File: config.mk
export PLATFORM = sky130hd
export DESIGN_NAME = resize_hls_axis_mibs_arb
export DESIGN_NICKNAME = d
export VERILOG_FILES = /design/src/rtl/resize_hls_axis_mibs_arb.sv
export SDC_FILE = /design/constraint.sdc
export NUM_CORES = 1
export LEC_CHECK = 0
export ABC_AREA = 0
export CAP_MARGIN = 25
export CORE_MARGIN = 2
export CORE_UTILIZATION = 24
export CTS_BUF_LIST = sky130_fd_sc_hd__clkbuf_16
export CTS_CLUSTER_SIZE = 30
export DETAILED_ROUTE_END_ITERATION = 12
export PLACE_DENSITY = 0.78
export SLEW_MARGIN = 5
export SYNTH_ARGS = -nofsm -noshare
export SYNTH_HDL_FRONTEND = slang
export SYNTH_SLANG_ARGS = --single-unit
export TNS_END_PERCENT = 100
File: constraint.sdc
create_clock -name clk -period 4 [get_ports clk]
set_clock_uncertainty 0.2 [all_clocks]
set_input_delay 0.8 -clock clk [delete_from_list [all_inputs] [get_ports clk]]
set_output_delay 0.8 -clock clk [all_outputs]
set_load 0.1 [all_outputs]
File: src/rtl/resize_hls_axis_mibs_arb.sv
// Shares one pipelined signed(20) x unsigned(8) multiplier among N_REQ requesters.
// Define MIBS_ARB_STRICT_PRIO_EN for fixed lowest-index-wins priority (default: round-robin).
module resize_hls_axis_mibs_arb #(
  parameter int N_REQ   = 4,
  parameter int ID_W    = 2,
  parameter int MUL_LAT = 2
) (
  input  logic                clk,
  input  logic                reset,
  input  logic [N_REQ-1:0]    req_valid,
  output logic [N_REQ-1:0]    req_ready,
  input  logic [N_REQ*20-1:0] req_a,
  input  logic [N_REQ*8-1:0]  req_b,
  output logic [N_REQ-1:0]    rsp_valid,
  input  logic [N_REQ-1:0]    rsp_ready,
  output logic [27:0]         rsp_p,
  output logic                mul_ce,
  output logic [19:0]         mul_din0,
  output logic [7:0]          mul_din1,
  input  logic [27:0]         mul_dout,
  output logic                busy
);

  logic [MUL_LAT-1:0] tag_v_q, tag_v_d;
  logic [ID_W-1:0]    tag_id_q [MUL_LAT];
  logic [ID_W-1:0]    tag_id_d [MUL_LAT];
  logic               grant_any;
  logic [ID_W-1:0]    grant_id;
  logic               stall;
`ifndef MIBS_ARB_STRICT_PRIO_EN
  logic [ID_W-1:0]    rr_ptr_q, rr_ptr_d;
`endif

  // Only a real result whose owner is not ready can freeze the shared pipe.
  assign stall  = tag_v_q[MUL_LAT-1] & ~rsp_ready[tag_id_q[MUL_LAT-1]];
  assign mul_ce = ~stall;
  assign busy   = |tag_v_q;
  assign rsp_p  = mul_dout;

  always_comb begin
    logic [ID_W:0]   sum;
    logic [ID_W-1:0] idx;
    grant_any = 1'b0;
    grant_id  = '0;
    req_ready = '0;
    sum       = '0;
    idx       = '0;
    if (mul_ce) begin
      for (int k = 0; k < N_REQ; k++) begin
`ifdef MIBS_ARB_STRICT_PRIO_EN
        sum = (ID_W+1)'(k);
`else
        sum = {1'b0, rr_ptr_q} + (ID_W+1)'(k);
        if (sum >= (ID_W+1)'(N_REQ)) sum = sum - (ID_W+1)'(N_REQ);
`endif
        idx = sum[ID_W-1:0];
        if (!grant_any && req_valid[idx]) begin
          grant_any = 1'b1;
          grant_id  = idx;
        end
      end
      if (grant_any) req_ready[grant_id] = 1'b1;
    end
  end

  always_comb begin
    mul_din0 = '0;
    mul_din1 = '0;
    for (int i = 0; i < N_REQ; i++) begin
      if (grant_any && grant_id == ID_W'(i)) begin
        mul_din0 = req_a[20*i +: 20];
        mul_din1 = req_b[8*i +: 8];
      end
    end
  end

  always_comb begin
    for (int i = 0; i < N_REQ; i++) begin
      rsp_valid[i] = tag_v_q[MUL_LAT-1] && (tag_id_q[MUL_LAT-1] == ID_W'(i));
    end
  end

  always_comb begin
    tag_v_d  = tag_v_q;
    tag_id_d = tag_id_q;
    if (mul_ce) begin
      tag_v_d[0]  = grant_any;
      tag_id_d[0] = grant_id;
      for (int s = 1; s < MUL_LAT; s++) begin
        tag_v_d[s]  = tag_v_q[s-1];
        tag_id_d[s] = tag_id_q[s-1];
      end
    end
  end

`ifndef MIBS_ARB_STRICT_PRIO_EN
  always_comb begin
    rr_ptr_d = rr_ptr_q;
    if (grant_any) rr_ptr_d = (grant_id == ID_W'(N_REQ-1)) ? '0 : grant_id + 1'b1;
  end
`endif

  // Tag pipe stage boundary: control state is reset, owner ids are plain data.
  always_ff @(posedge clk or posedge reset) begin
    if (reset) begin
      tag_v_q  <= '0;
`ifndef MIBS_ARB_STRICT_PRIO_EN
      rr_ptr_q <= '0;
`endif
    end else begin
      tag_v_q  <= tag_v_d;
`ifndef MIBS_ARB_STRICT_PRIO_EN
      rr_ptr_q <= rr_ptr_d;
`endif
    end
  end

  always_ff @(posedge clk) begin
    tag_id_q <= tag_id_d;
  end

endmodule

# Yosys cells after proc, flatten, opt, wreduce, memory -nomap -nowiden
# Index checks and enable logic that the tools add are counted.
[classes] n_addsub=8 order_cmp=11 n_eq_ne=6 muxes=46 n_bitwise=3 n_reduce_logical=18
[ops] cell="$mux W20" count=4
[ops] cell="$mux W8" count=4
[ops] cell="$mux W2" count=15
[ops] cell="$lt A2 B3 Y1 const B" count=6
[ops] cell="$mux W1" count=15
[ops] cell="$logic_and A1 B1 Y1" count=12
[ops] cell="$bmux W1 S2" count=5
[ops] cell="$ge A3 B3 Y1 const B" count=3
[ops] cell="$eq A2 B2 Y1 const B" count=4
[ops] cell="$mux W4" count=2
[ops] cell="$sub A2 B1 Y2 const B" count=4
[ops] cell="$add A2 B2 Y3 const B" count=2
[ops] cell="$eq A2 B1 Y1 const B" count=2
[ops] cell="$logic_not A2 Y1" count=2
[ops] cell="$add A2 B1 Y3 const B" count=1
[ops] cell="$ge A2 B3 Y1 const B" count=1
[ops] cell="$logic_not A1 Y1" count=3
[ops] cell="$add A2 B1 Y2 const B" count=1
[ops] cell="$demux W1 S2" count=1
[ops] cell="$ge A2 B1 Y1 const B" count=1
[ops] cell="$not A1 Y1" count=2
[ops] cell="$reduce_or A2 Y1" count=1
[ops] cell="$and A1 B1 Y1" count=1
[word_totals] reg_bits=8 in_bits=150 output_inout_bits=66 word_cells=96

# Longest topological paths before layout
[depth] ltp_word=28 ltp_mapped=12 depth_no_buf=9

# Least setup slack after synthesis
# OpenSTA, ideal clock, no wires.
[synth_path] kind="input-to-output" startpoint="input rsp_ready[2]" endpoint="output mul_din1[4]" arrival_time_ps=5302 t_required_ps=3000 setup_slack_ps=-2302 path_stages=10 n_path_buf=2 cell_sequence="mux2i_1 -> a22oi_1 -> and2_1 -> ha_1 -> clkbuf_1 -> clkbuf_1 -> a21oi_1 -> o21ai_0 -> a22oi_1 -> nor2_1"
[synth_between] elab_chain_len=11 word_cells_on_any_way=18 classes_between="eq/ne (3); mux (8); bitwise (2); reduce/logical (5)"
[synth_lines] item="start, declared" line="15" rtl="input logic [N_REQ-1:0] rsp_ready,"
[synth_lines] item="$bmux W1 S2 *" line="35" rtl="assign stall = tag_v_q[MUL_LAT-1] & ~rsp_ready[tag_id_q[MUL_LAT-1]];"
[synth_lines] item="$mux W1 (implied by the code) *" line="35"
[synth_lines] item="$not A1 Y1 *" line="35"
[synth_lines] item="$and A1 B1 Y1 *" line="35"
[synth_lines] item="$mux W2 *" line="48" rtl="if (mul_ce) begin"
[synth_lines] item="net grant_id[1]" line="28" rtl="logic [ID_W-1:0] grant_id;"
[synth_lines] item="$logic_not A2 Y1" line="70" rtl="if (grant_any && grant_id == ID_W'(i)) begin"
[synth_lines] item="$logic_and A1 B1 Y1" line="70"
[synth_lines] item="$mux W8 (3 in a row)" line="70"
[synth_lines] item="$mux W8 *" line="70"
[synth_lines] item="end, declared" line="19" rtl="output logic [7:0] mul_din1,"
# The timed path passes the listed nets; every way through them passes the cells marked *. The select of a mux whose other input is x is not followed.

# Final worst setup path
[layout_path] startpoint="register tag_id_q[1] (netlist bit)" endpoint="output mul_din0[13]"
[layout_between] elab_chain_len=11 word_cells_on_any_way=18 classes_between="eq/ne (3); mux (8); bitwise (2); reduce/logical (5)"
[layout_lines] item="start, declared" line="25" rtl="logic [ID_W-1:0] tag_id_q [MUL_LAT];"
[layout_lines] item="start signal, assigned" line="119" rtl="tag_id_q <= tag_id_d;"
[layout_lines] item="$bmux W1 S2 *" line="35"
[layout_lines] item="$mux W1 (implied by the code) *" line="35"
[layout_lines] item="$not A1 Y1 *" line="35"
[layout_lines] item="$and A1 B1 Y1 *" line="35"
[layout_lines] item="$mux W2" line="48"
[layout_lines] item="$logic_not A2 Y1" line="70"
[layout_lines] item="$logic_and A1 B1 Y1" line="70"
[layout_lines] item="$mux W20 (3 in a row)" line="70"
[layout_lines] item="$mux W20 *" line="70"
[layout_lines] item="end, declared" line="18" rtl="output logic [19:0] mul_din0,"
# Every way passes the cells marked *; elsewhere a longest branch is shown, timed or not. The select of a mux whose other input is x is not followed.

==> impl_metrics.toml <==
[synthesis]
syn_avg_cell_area_sq_um = 5.867
async_flop_share = 0.5000
synth_edf_count = 4
yosys.area.top_type = "a21oi_1"
syn_area_sq_um = 1772
synth_top_flop_cell = "edfxtp_1"
ys_types = 28
yosysSeqAreaShare = 0.1243
syn-num-nets = 456
synthCells = 302
ys_seq_elements = 8
synth_top_area_share = 0.1667
ys_warn_count = 0
synth.area.top_cells = "a21oi_1, a22oi_1, buf_4"

[global_routing]
grt_busiest_layer = "met2"
grt_pass1_wl_mm = 14.95
grt_antenna_before_repair = 0
grt_use_met3 = 0.04610
grt_pass1_vias = 3007
grtUsageMet2 = 0.4539
grt_max_degree = 32
use_met1 = 0.2364
grt_use_total = 0.2250
grt-ovfl-total = 0

[setup_path]
critical_path_required_ps = 3000
critPathMaxFanout = 12
cp.arrival_ps = 3160
path_class = "reg2out"
worstSetupStartpointType = "flop"
r2r-start = "tag_id_q[1]"
startpoint = "tag_id_q[1]"
crit_path_end_kind = "output pin"

[place]
dpl.cell_count = 534
port_buffers = 159
routabilityCongestion = 0.8708
place_area_sq_um = 4203
dp_hpwl_mm = 6.269
post-place-ws_ps = -755.1

[sta]
relSlewSlack = 0.3583
setup_viol = 28
worst_pin_slew_ps = 959.6
period_needed_ps = 4162
hold_violations = 0
grt_setup_unrepaired = "true"
fin_crit_sh = 1.041
max_freq_mhz = 240.2
slew_violations = 0
setup_slack_ps = -162.4

[drt]
via_per_inst = 4.909
via_count = 2798
wl_per_cell_microns = 16.71
drtAntennaViolNets = 0
drt-pass1-iter-count = 4
routed_wl_mm = 9.524
drt_iter0_markers = 65
drc = 0

[floorplanning]
die_y_microns = 89.92
die_w_microns = 89.92
die_area_sq_um = 8086
core_region_area_sq_um = 7214
ios = 216
num_rows = 31
start_util = 0.2456

[finish]
finalNonFillerCells = 570
multi_input_area_sq_um = 1695
area.growth.synth_to_final_pct = 174.2
mostFrequentLayoutCell = "clkdlybuf4s50_1"
nets = 626
drive_gt1_frac = 0.4416
design_area_sq_um = 4858
nFillCells = 556
ff_latch_area_sq_um = 220.2
diodes = 0
layout_common_cells = "clkdlybuf4s50_1, a21oi_1, buf_12"

[worst_hold_path]
hold_class = "reg2reg"
min_from = "tag_id_q[3]"

[cts]
clock_path_buffers = 2
root_buffer = "clkbuf_16"
cts.clk_slew.worst_paths_ps = 40
holdBufCountCts = 0
numClockSinks = 8
clock_latency_ps = 230
htreeDepth = 1
cts_tree = "built"
cts_buffers = 3

[outcome]
status = "finished with violations"
violations = "setup timing"

[job]
maxCapViolCount = 0
==> worst max-delay path, stage by stage (launching register included) <==
cell	delay (ps)
edfxtp_1	500
mux2i_4	240
a221o_4	400
or4_4	610
ha_4	230
buf_6	170
a21oi_1	220
o21ai_4	90
a22oi_2	210
nor2_4	60
buf_12	200
==> path summary, 6_finish.rpt <==
kind                                endpoint  slack, ps  depth (start not counted)
max in group asynchronous        rr_ptr_q[0]       2880                          2
worst max register to register   tag_id_q[2]       1000                         13
min in group asynchronous        rr_ptr_q[1]        560                          2
worst min-delay path             tag_id_q[1]        230                          0
worst max-delay path            mul_din0[13]       -160                         10
worst min register to register   tag_id_q[1]        230                          0
==> area by class of cell <==
| class | instances | area share |
|---|---|---|
| clock buffer | 3 | 0.01545 |
| clock inverter | 1 | 0.0007726 |
| inverter | 32 | 0.02524 |
| multi-input combinational | 209 | 0.3490 |
| sequential | 8 | 0.04533 |
| tap | 99 | 0.02550 |
| timing repair buffer | 218 | 0.5388 |
==> stage by stage <==
step	hold WS, ps	utilization	setup TNS [ps]
2_1_floorplan	200.3	-	-12880
3_3_place_gp	203.7	0.5826	-18010
3_5_place_dp	219.7	0.5826	-20100
4_1_cts	229.0	0.6717	-2163
5_1_grt	235.9	0.6734	-4808
6_report	235.0	0.6734	-3041
==> timing repair <==
| action | in CTS | in global routing |
|---|---|---|
| resized for setup | 63 | 13 |
| pin swaps | 40 | 24 |
| cloned | 6 | 1 |
| endpoints found under the setup margin | 30 | 28 |
| buffers inserted | 24 | 3 |
==> Yosys cell counts (all sizes together), types with 2 or more instances <==
cell type,number
a21oi,59
nor2,34
buf,33
inv,32
nand2,31
a22oi,29
o21ai,29
clkbuf,20
dfrtp,4
edfxtp,4
ha,4
and2,3
mux2i,3
nor2b,3
nand2b,2
or4,2
==> routing by layer <==
metal,routed length (microns),vias up
li1,-,1346
met1,3608,1322
met2,5220,114
met3,575,16
met4,120,0
met5,0,-
==> state kept, by name (all words and copies together) (netlist names) <==
name and count:
tag_id_q 4, rr_ptr_q 2, tag_v_q 2
==> kinds of logic after synthesis <==
family	share of synthesized area
flip-flops	0.1243
AND/OR/NAND/NOR	0.1850
multiplexers	0.02331
adder cells (fa/ha/maj)	0.02825
buffers and inverters	0.2401
AO/OA/AOI/OAI	0.3990
Power is left out: the tool's default activity adds up to more than one toggle a clock period on the data nets, which glitch-free logic cannot reach.
